==> src/rtl/tx_link_pkg.sv <==
// Shared encodings for the JESD204B TX link layer: sequencer states and
// the stream-select values understood by the link-layer multiplexer.
package tx_link_pkg;

   typedef enum logic [1:0] {
      ST_CGS      = 2'd0,
      ST_ILA_WAIT = 2'd1,
      ST_ILA      = 2'd2,
      ST_DATA     = 2'd3
   } link_state_e;

   localparam logic [2:0] LINK_MUX_USER = 3'd0;
   localparam logic [2:0] LINK_MUX_KSEQ = 3'd1;
   localparam logic [2:0] LINK_MUX_ILA  = 3'd2;

   localparam int FRAME_IDX_W = 5;

endpackage

==> src/rtl/lmfc_counter.sv <==
// Free-running octet-in-multiframe counter; the LMFC edge marks octet 0
// and frame_idx is the frame the current octet belongs to.
module lmfc_counter
   import tx_link_pkg::*;
#(
   parameter int F      = 1,
   parameter int K      = 32,
   parameter int LMFC_W = 8
) (
   input  logic                   clk,
   input  logic                   rst,
   output logic [LMFC_W-1:0]      o_lmfc_cnt,
   output logic [FRAME_IDX_W-1:0] o_frame_idx,
   output logic                   o_lmfc_edge
);

   localparam int FK = F * K;

   logic [LMFC_W-1:0] lmfc_cnt_d, lmfc_cnt_q;
   logic              lmfc_edge_d, lmfc_edge_q;

   always_comb begin
      lmfc_cnt_d  = (lmfc_cnt_q == LMFC_W'(FK - 1)) ? '0 : lmfc_cnt_q + LMFC_W'(1);
      lmfc_edge_d = (lmfc_cnt_d == '0);
   end

   always_ff @(posedge clk) begin
      if (rst) begin
         lmfc_cnt_q  <= '0;
         lmfc_edge_q <= 1'b1;
      end else begin
         lmfc_cnt_q  <= lmfc_cnt_d;
         lmfc_edge_q <= lmfc_edge_d;
      end
   end

   assign o_lmfc_cnt  = lmfc_cnt_q;
   assign o_lmfc_edge = lmfc_edge_q;
   assign o_frame_idx = FRAME_IDX_W'(lmfc_cnt_q / LMFC_W'(F));

endmodule

==> src/rtl/tx_link_ctrl.sv <==
// TX link sequencer: CGS -> ILA_WAIT -> ILA -> DATA with SYNC~ monitoring,
// re-sync on a long SYNC~-low run and an error pulse on short ones.
module tx_link_ctrl
   import tx_link_pkg::*;
#(
   parameter int F          = 1,
   parameter int K          = 32,
   parameter int ILA_MF     = 4,
   parameter int RESYNC_LEN = 14,
   parameter int LMFC_W     = 8
) (
   input  logic                   clk,
   input  logic                   rst,
   input  logic                   i_sync_n,
   output logic [2:0]             o_link_mux,
   output logic [FRAME_IDX_W-1:0] o_no_frame_de_assertion,
   output logic                   o_lmfc_edge,
   output logic [1:0]             o_ila_mf,
   output logic [LMFC_W-1:0]      o_ila_octet,
   output logic                   o_user_ready,
   output logic                   o_err_report,
   output logic [1:0]             o_state
);

   localparam int FK    = F * K;
   localparam int LOW_W = $clog2(RESYNC_LEN + 1);

   logic [LMFC_W-1:0]      lmfc_cnt;
   logic [FRAME_IDX_W-1:0] frame_idx;
   logic                   lmfc_last;
   logic [LMFC_W-1:0]      lmfc_next;

   link_state_e            state_d, state_q;
   logic [2:0]             link_mux_d, link_mux_q;
   logic [FRAME_IDX_W-1:0] no_frame_d, no_frame_q;
   logic [1:0]             ila_mf_d, ila_mf_q;
   logic [LMFC_W-1:0]      ila_octet_d, ila_octet_q;
   logic                   user_ready_d, user_ready_q;
   logic                   err_d, err_q;
   logic [LOW_W-1:0]       low_cnt_d, low_cnt_q;

   lmfc_counter #(
      .F      (F),
      .K      (K),
      .LMFC_W (LMFC_W)
   ) u_lmfc (
      .clk         (clk),
      .rst         (rst),
      .o_lmfc_cnt  (lmfc_cnt),
      .o_frame_idx (frame_idx),
      .o_lmfc_edge (o_lmfc_edge)
   );

   assign lmfc_last = (lmfc_cnt == LMFC_W'(FK - 1));
   assign lmfc_next = lmfc_last ? '0 : lmfc_cnt + LMFC_W'(1);

   always_comb begin
      state_d    = state_q;
      no_frame_d = no_frame_q;
      ila_mf_d   = ila_mf_q;
      low_cnt_d  = low_cnt_q;
      err_d      = 1'b0;

      case (state_q)
         ST_CGS: begin
            low_cnt_d = '0;
            if (i_sync_n) begin
               state_d    = ST_ILA_WAIT;
               no_frame_d = frame_idx;
            end
         end
         ST_ILA_WAIT: begin
            low_cnt_d = '0;
            if (!i_sync_n) begin
               state_d = ST_CGS;
            end else if (lmfc_last) begin
               state_d = ST_ILA;
            end
         end
         ST_ILA, ST_DATA: begin
            if (state_q == ST_ILA && lmfc_last) begin
               if (ila_mf_q == 2'(ILA_MF - 1)) begin
                  state_d  = ST_DATA;
                  ila_mf_d = '0;
               end else begin
                  ila_mf_d = ila_mf_q + 2'd1;
               end
            end
            // SYNC~ monitor is evaluated last so a re-sync overrides any ILA advance
            if (!i_sync_n) begin
               if (low_cnt_q >= LOW_W'(RESYNC_LEN - 1)) begin
                  state_d   = ST_CGS;
                  ila_mf_d  = '0;
                  low_cnt_d = '0;
               end else begin
                  low_cnt_d = low_cnt_q + LOW_W'(1);
               end
            end else begin
               err_d     = (low_cnt_q != '0);
               low_cnt_d = '0;
            end
         end
         default: state_d = ST_CGS;
      endcase

      link_mux_d   = LINK_MUX_KSEQ;
      user_ready_d = 1'b0;
      ila_octet_d  = '0;
      if (state_d == ST_ILA) begin
         link_mux_d  = LINK_MUX_ILA;
         ila_octet_d = lmfc_next;
      end else if (state_d == ST_DATA) begin
         link_mux_d   = LINK_MUX_USER;
         user_ready_d = 1'b1;
      end
   end

   always_ff @(posedge clk) begin
      if (rst) begin
         state_q      <= ST_CGS;
         link_mux_q   <= LINK_MUX_KSEQ;
         no_frame_q   <= '0;
         ila_mf_q     <= '0;
         ila_octet_q  <= '0;
         user_ready_q <= 1'b0;
         err_q        <= 1'b0;
         low_cnt_q    <= '0;
      end else begin
         state_q      <= state_d;
         link_mux_q   <= link_mux_d;
         no_frame_q   <= no_frame_d;
         ila_mf_q     <= ila_mf_d;
         ila_octet_q  <= ila_octet_d;
         user_ready_q <= user_ready_d;
         err_q        <= err_d;
         low_cnt_q    <= low_cnt_d;
      end
   end

   assign o_state                 = state_q;
   assign o_link_mux              = link_mux_q;
   assign o_no_frame_de_assertion = no_frame_q;
   assign o_ila_mf                = ila_mf_q;
   assign o_ila_octet             = ila_octet_q;
   assign o_user_ready            = user_ready_q;
   assign o_err_report            = err_q;

endmodule

==> config.mk <==
export PLATFORM = sky130hd
export DESIGN_NAME = tx_link_ctrl
export DESIGN_NICKNAME = d
export VERILOG_FILES = /design/src/rtl/tx_link_pkg.sv /design/src/rtl/lmfc_counter.sv /design/src/rtl/tx_link_ctrl.sv
export SDC_FILE = /design/constraint.sdc
export NUM_CORES = 1
export LEC_CHECK = 0
export ABC_AREA = 1
export CAP_MARGIN = 20
export CORE_MARGIN = 4
export CORE_UTILIZATION = 60
export DETAILED_ROUTE_END_ITERATION = 6
export DONT_BUFFER_PORTS = 1
export GPL_ROUTABILITY_DRIVEN = 0
export PLACE_DENSITY = 0.76
export SLEW_MARGIN = 20
export SYNTH_ARGS = -nofsm -noshare
export SYNTH_HDL_FRONTEND = slang
export SYNTH_SLANG_ARGS = --single-unit
==> constraint.sdc <==
create_clock -name clk -period 1.5 [get_ports clk]
set_input_delay 0.3 -clock clk [delete_from_list [all_inputs] [get_ports clk]]
set_output_delay 0.3 -clock clk [all_outputs]
set_load 0.005 [all_outputs]
==> Yosys cells after proc, flatten, opt, wreduce, memory -nomap -nowiden <==
Cells that the tools add are included.
{ "op_classes": {"addsub": 3, "order_cmp": 1, "eq_ne": 7, "muxes": 19, "bitwise_logic": 3, "n_reduce_logical": 10} }
{ "ops": {"columns": ["operator", "count"], "rows": [
  ["$mux W2", 12],
  ["$eq A2 B2 Y1 const B", 5],
  ["$add A8 B1 Y8 const B", 1],
  ["$eq A8 B5 Y1 const B", 1],
  ["$logic_not A8 Y1", 1],
  ["$mux W4", 2],
  ["$mux W8", 1],
  ["$pmux W4 S2", 1],
  ["$reduce_or A2 Y1", 4],
  ["$pmux W2 S3", 1],
  ["$add A4 B1 Y4 const B", 1],
  ["$ge A4 B4 Y1 const B", 1],
  ["$reduce_bool A4 Y1", 1],
  ["$not A1 Y1", 3],
  ["$reduce_or A3 Y1", 1],
  ["$add A2 B1 Y2 const B", 1],
  ["$eq A2 B1 Y1 const B", 1],
  ["$logic_not A2 Y1", 1],
  ["$mux W1", 2],
  ["$reduce_and A2 Y1", 1],
  ["$logic_and A1 B1 Y1", 1]
]} }
{ "word_totals": {"ff_bits": 35, "input_bits": 3, "output_inout_bits": 23} }

==> Depth between registers and ports, before layout <==
Gate-level depths: netlist of the first run.
{ "depth": {"ltp_word": 9, "depth_mapped": 11, "mapped_depth_nobuf": 11} }

==> Cells and area by module <==
Synthesis of the first run repeated with hierarchy kept, for this count alone.
{ "unflattened": {"hier_cells": 211, "hier_area_um2": 1686.6} }
{ "by_module_without_submodules": {"columns": ["mod", "n_inst", "cells_per_inst", "area_per_inst_um2"], "rows": [
  ["tx_link_ctrl", 1, 141, 1177.4],
  ["lmfc_counter", 1, 70, 509.2]
]} }

==> Least setup slack after synthesis of the first run <==
OpenSTA, ideal clock, no wires.
{ "synth_path": {"kind": "register to register", "startpoint": "reg low_cnt_q[0]", "endpoint": "reg state_q[0] (netlist: o_state[0])", "setup_time_ns": 0.109, "arrival_time_ns": 1.269, "t_required_ns": 1.391, "setup_slack_ns": 0.122, "path_stages_with_launch": 11, "synth_period_minus_slack_ns": 1.378, "cell_sequence": "dfxtp_1 -> inv_1 -> ha_1 -> nand2_1 -> nand3_1 -> nand2_1 -> inv_1 -> nand3_1 -> nand3_1 -> nand2_1 -> inv_1"} }
{ "synth_via": {"elab_chain_len": 4} }
{ "synth_lines": {"columns": ["element", "line_no", "rtl"], "rows": [
  ["start, declared", "tx_link_ctrl.sv:40", "logic [LOW_W-1:0] low_cnt_d, low_cnt_q;"],
  ["start signal, assigned", "tx_link_ctrl.sv:136", "low_cnt_q <= low_cnt_d;"],
  ["$ge A4 B4 Y1", "tx_link_ctrl.sv:91", "if (low_cnt_q >= LOW_W'(RESYNC_LEN - 1)) begin"],
  ["$mux W2", "tx_link_ctrl.sv:91", null],
  ["$mux W2", "tx_link_ctrl.sv:90", "if (!i_sync_n) begin"],
  ["$pmux W2 S3", "tx_link_ctrl.sv:64", "case (state_q)"],
  ["end signal, assigned", "tx_link_ctrl.sv:129", "state_q <= state_d;"],
  ["end, declared", "tx_link_ctrl.sv:33", "link_state_e state_d, state_q;"]
]} }
Every way passes these cells.
A chain may end at the register's enable or synchronous reset.

==> Worst setup path in the final report of the first run <==
{ "layout_path": {"startpoint": "reg low_cnt_q[1]", "endpoint": "reg ila_octet_q[1] (netlist: o_ila_octet[1])"} }
{ "layout_via": {"elab_chain_len": 7} }
{ "layout_lines": {"columns": ["element", "line_no", "rtl"], "rows": [
  ["$ge A4 B4 Y1", "tx_link_ctrl.sv:91", null],
  ["$mux W2", "tx_link_ctrl.sv:91", null],
  ["$mux W2", "tx_link_ctrl.sv:90", null],
  ["$pmux W2 S3", "tx_link_ctrl.sv:64", null],
  ["$eq A2 B2 Y1", "tx_link_ctrl.sv:109", "if (state_d == ST_ILA) begin"],
  ["$not A1 Y1 (no line)", null, null],
  ["$reduce_or A2 Y1 (no line)", null, null],
  ["end signal, assigned", "tx_link_ctrl.sv:133", "ila_octet_q <= ila_octet_d;"],
  ["end, declared", "tx_link_ctrl.sv:37", "logic [LMFC_W-1:0] ila_octet_d, ila_octet_q;"]
]} }
Every way passes these cells.

==> reports/results.tsv, run 1 <==
metric	value	unit
switchingPower	354	uW
clock_path_buffers	2	
whs_path_depth	1	
fin_skew	0.00497	ns
chipHeight	56.6	um
routed_wl	3050	um
cts_buffers	5	
fmax	673	MHz
reg2reg_depth	9	
hp-start	rst	
synth_edf_count	0	
syn_inst	182	
grt_setup_unrepaired	yes	
timing.final.crit_share	99.1	%
insertion_delay	0.32	ns
yosysTopAreaCell	dfxtp_1	
hold_viol	0	
syn_area	0.00142	mm2
yosys_most_used_dff	dfxtp_1	
seq_power_share	63.9	%
drtIter0Drc	36	
internal-power	1.12	mW
netlist-cell-type-count	23	
pin_count	26	
cp.arrival	1.75	ns
grt_max_degree	14	
viasPerCell	5.32	
clkPwrFrac	30.7	%
syn2layout_area_growth	17.6	%
total_power	1.48	mW
p_leak	0.742	nW
cp-end-kind	flop	
r2r_start	low_cnt_q[1]	
drt-pass1-iter-count	4	
yosys_warnings	0	
r2r_slack	0.01	ns
die_w	56.6	um
antenna_found_initial	0	
hold_buffers	0	
initial_core_util	63.4	%
status	completed	
critPathMaxStageDelay	0.37	ns
hpwl	2090	um
worst_setup_path_start_kind	flop	
worstPathMaxFanout	5	
min_to	u_lmfc.o_lmfc_cnt[3]	
n_antenna_cell	0	
crit_type	flop to flop	
cap_violations	0	
critPathRequiredTime	1.77	ns
p_sw_share	24.0	%
setup_violations	0	
ys_top_cells_by_count	dfxtp_1, nor2_1, inv_1	
rows	17	
grt_pass1_wl	4950	um
worst_setup_hold_path_clk_slew	0.10	ns
path_cells	inv_4 -> ha_4 -> inv_2 -> nand2_2 -> nand3_2 -> nand2_4 -> a21oi_4 -> nand4_4 -> nor2_2	
ant_nets	0	
core-area	0.00223	mm2
synthTopCellsByArea	dfxtp_1, nor2_1, inv_1	
place_area	0.00149	mm2
cts_tree	built	
worst_ir_drop_vdd	0.880	mV
timing.rr.end	o_ila_octet[1]	
drc	0	
comb_power_share	5.4	%
postSynthAreaPerCell	7.78	um2
cts.sinks	34	
finish.instance_area	0.00167	mm2
hold_class	primary input to flop	
fin_nets	207	
ys_ff_latch	34	
syn-num-nets	192	
async_flop_share	0	%
die_area	0.00320	mm2
cpMaxStageDelayCell	dfxtp_2	
grt_usage	20.0	%
clock-root-buffer	clkbuf_4	
overflow	0	
vias	1197	
grt_pass1_vias	1184	
synth-seq-area-share	48.1	%
htreeDepth	2	
wl_per_cell	13.6	um
yosysTopAreaCellShare	48.1	%
io_buffers	0	
drive_gt1_share	24.9	%
post-route-min-period	1.49	ns
drv_slew	0	
p_per_area	887	mW/mm2
## routing by layer
metal | up-vias | share of wire (%) | wire length, um | GRT usage [%]
met5 | - | 0 | 0 | 0
met4 | 0 | 2.9 | 88 | 9.83
met3 | 13 | 6.6 | 201 | 6.67
met2 | 48 | 49 | 1510 | 34.7
met1 | 548 | 41 | 1250 | 21.3
li1 | 588 | - | - | -
## area by class of cell
| class | count | area (um2) |
|---|---|---|
| sequential | 34 | 692 |
| tap | 28 | 35.0 |
| timing repair buffer | 9 | 67.6 |
| clock buffer | 5 | 37.5 |
| clock inverter | 2 | 10.0 |
| inverter | 34 | 133 |
| fill | 170 | 568 |
| multi-input combinational | 113 | 691 |
## worst max path at each step
stage | cells after the start | end | slack (ns) | start
2_1_floorplan | 10 | o_state[0] | 0.12 | low_cnt_q[0]
3_5_place_dp | 9 | o_ila_octet[7] | -0.03 | low_cnt_q[1]
3_3_place_gp | 9 | o_ila_octet[0] | 0.01 | low_cnt_q[1]
4_1_cts | 9 | u_lmfc.o_lmfc_edge | 0.007 | u_lmfc.o_lmfc_cnt[0]
6_report | 9 | o_ila_octet[1] | 0.01 | low_cnt_q[1]
5_1_grt | 9 | o_ila_octet[7] | -0.06 | low_cnt_q[1]
## sequential cells by signal (all words and copies together) (netlist names)
signal                   flops
low_cnt_q                    4
o_ila_mf                     2
o_link_mux                   2
o_err_report                 1
u_lmfc.o_lmfc_cnt            8
u_lmfc.o_lmfc_edge           1
o_ila_octet                  8
o_state                      2
o_user_ready                 1
o_no_frame_de_assertion      5
## worst max-delay path, delay by kind of cell (launching register included)
family / cells / cell delay (ns)
and+or+nand+nor: 5 / 0.54
DFF: 1 / 0.37
AOI/OAI and AO/OA: 1 / 0.26
adders and majority gates: 1 / 0.15
buffers and inverters: 2 / 0.10
## repair_timing
item                                   4_1_cts  5_1_grt
gates resized for setup                      1       32
pin swaps                                    2        8
setup endpoints to repair                    8       17
setup buffers                                1        1
cloned                                       1        0
endpoints found under the hold margin        0        0
## cell families (layout without fill, tap and decap cells)
group,Yosys count,after routing,synth area share (%)
AOI/OAI and AO/OA,16,16,6.63
xor gates and xnor gates,3,3,1.86
adders and majority gates,7,7,6.18
buffers and inverters,36,50,9.81
DFF,34,34,48.1
other,1,1,0.265
and+or+nand+nor,85,86,27.2
## cell usage in the layout (no fill, tap or decap), drive strengths merged
cell    instances
nor2           35
ha              7
dfxtp          34
xnor2           2
nand2          31
clkbuf          5
a21oi           9
nand3          15
nand4           3
inv            34
xor2            1
nor3            2
conb            1
o21ai           6
o21a            1
clkinv          2
buf             9
## metrics by stage
step	TNS (ns)	hold slack [ns]	cells	setup WS, ns	util, %
6_report	0	0.0257	225	0.0142	74.6
3_5_place_dp	-0.0944	0.375	215	-0.0320	66.8
5_1_grt	-0.244	0.00781	225	-0.0627	74.6
4_1_cts	0	0.0197	224	0.00708	70.1
3_3_place_gp	0	0.373	215	0.0108	66.8
2_1_floorplan	0	0.378	182	0.122	-
## power by group through the flow
stage / logic (mW) / clock network (mW) / registers (mW)
2_1_floorplan: 0.0510 / 0 / 0.959
3_3_place_gp: 0.0661 / 0 / 0.961
3_5_place_dp: 0.0695 / 0 / 0.962
4_1_cts: 0.0723 / 0.465 / 0.941
5_1_grt: 0.0925 / 0.505 / 0.945
6_report: 0.0793 / 0.454 / 0.943
Power figures use the tool's default switching activity.
==> inputs of run 2 (changes only) <==
==> constraint.sdc (replaced) <==
create_clock -name clk -period 1.5 [get_ports clk]
set_input_delay 0.3 -clock clk [delete_from_list [all_inputs] [get_ports clk]]
set_output_delay 0.3 -clock clk [all_outputs]
set_load 0.05 [all_outputs]
==> run 2 against run 1 <==
Fmax increased by 1.6%. Hold slack worse by 0.0065 ns. Global-route usage is 0.26 points higher. Sequential cell count unchanged. Non-clock buffer count is 4 higher. Via count shrank 0.84%. Routed wire length is 3.0% higher. Cell count is 2.2% higher. Core utilization up 3.1 points. Sequential share of layout area shrank 1.6 points. Sequential power rose by 4.5%. Worst setup slack better by 0.023 ns.
==> reports/results.tsv, run 2 (synthesis gave the netlist of run 1 again) <==
metric	value	unit
status	completed	
pre_cts_ws	-0.0466	ns
fin_nets	211	
clock-root-buffer	clkbuf_4	
worstPathMaxFanout	5	
cap_violations	0	
hold_class	primary input to flop	
finish.instance_area	0.00173	mm2
drt-pass1-iter-count	4	
hold_viol	0	
post-route-min-period	1.46	ns
hpwl	2030	um
cts_buffers	5	
syn2layout_area_growth	22.4	%
fmax	684	MHz
postLayoutCoreUtil	77.6	%
layout_commonest_cell	inv_1	
routed_wl	3140	um
timing.final.crit_share	97.5	%
io_buffers	0	
core-area	0.00223	mm2
pin_count	26	
n_antenna_cell	0	
setup_violations	0	
slew_headroom	65.8	%
cts.sinks	34	
cts_tree	built	
crit_buf_inv	1	
p_leak	0.771	nW
wl_per_cell	13.7	um
cp_top_family	simple AND/OR/NAND/NOR gates	
mostFrequentLayoutCells	inv_1, nor2_1, dfxtp_1, nand2_1, buf_4	
clock_path_buffers	2	
initial_core_util	63.4	%
cpMaxStageDelayCell	dfxtp_2	
htreeDepth	2	
rows	17	
grt_setup_unrepaired	yes	
path_cells	ha_4 -> nand3_4 -> inv_4 -> nand4_1 -> nand3_4 -> nand4_4 -> nor2_2	
critPathMaxStageDelay	0.38	ns
grt_pass1_vias	1177	
drtIter0Drc	20	
critPathRequiredTime	1.78	ns
tightest_slew	0.513	ns
crit_type	flop to flop	
worst_ir_drop_vdd	1.07	mV
worst_setup_hold_path_clk_slew	0.11	ns
cp-end-kind	flop	
drv_slew	0	
drc	0	
overflow	0	
die_area	0.00320	mm2
insertion_delay	0.33	ns
placed_cells	216	
grt_pass1_wl	4920	um
drive_gt1_share	25.7	%
p_per_area	1010	mW/mm2
antenna_found_initial	0	
cp.arrival	1.74	ns
worst_slack	0.0375	ns
chipHeight	56.6	um
cp_common_cell	nand3_4	
stdcell_count	230	
fin_skew	0.00743	ns
ant_nets	0	
die_w	56.6	um
grt_max_degree	14	
viasPerCell	5.16	
vias	1187	
worst_setup_path_start_kind	flop	
grt_usage	20.2	%
place_area	0.00150	mm2
run 2: per-stage QoR:
stage / TNS (ns) / total power, mW / hold WS, ns
after floorplan: 0 / 1.06 / 0.371
after global routing: -0.254 / 1.82 / -0.00866
final: 0 / 1.75 / 0.0192
after global placement: -0.00585 / 1.08 / 0.372
after CTS: 0 / 1.74 / 0.00414
after detailed placement: -0.149 / 1.09 / 0.377
run 2: where the power goes:
group | switching, mW | internal [mW]
sequential | 0.0621 | 0.923
clock | 0.310 | 0.352
combinational | 0.0676 | 0.0367
total | 0.440 | 1.31
run 2: layout make-up:
cell class,count,area (um2)
Timing Repair Buffer,13,100
Multi-Input combinational cell,113,698
Clock buffer,6,41.3
Clock inverter,2,37.5
Inverter,34,130
Fill cell,150,499
Sequential cell,34,692
Tap cell,28,35.0
run 2: timing repair:
action / in CTS / in global routing
cloned: 1 / 0
gates resized for setup: 4 / 27
setup buffers: 0 / 4
endpoints found under the setup margin: 9 / 15
hold buffers: 0 / 1
pin swaps: 2 / 9
endpoints found under the hold margin: 0 / 7
run 2: final timing paths:
kind / from / to / slack [ns] / cells past startpoint
setup reg to reg: u_lmfc.o_lmfc_cnt[0] / o_ila_octet[6] / 0.04 / 7
hold reg to reg: low_cnt_q[0] / low_cnt_q[0] / 0.54 / 2
hold / removal: rst / o_ila_mf[0] / 0.02 / 1
setup / recovery: u_lmfc.o_lmfc_cnt[0] / o_ila_octet[6] / 0.04 / 7
run 2: per-layer routing:
layer	vias up	global-route usage, %	part of all wire, %
li1	594	-	-
met1	548	20.4	39
met2	33	34.5	51
met3	12	9.20	6.8
met4	0	10.5	3.4
met5	-	0	0
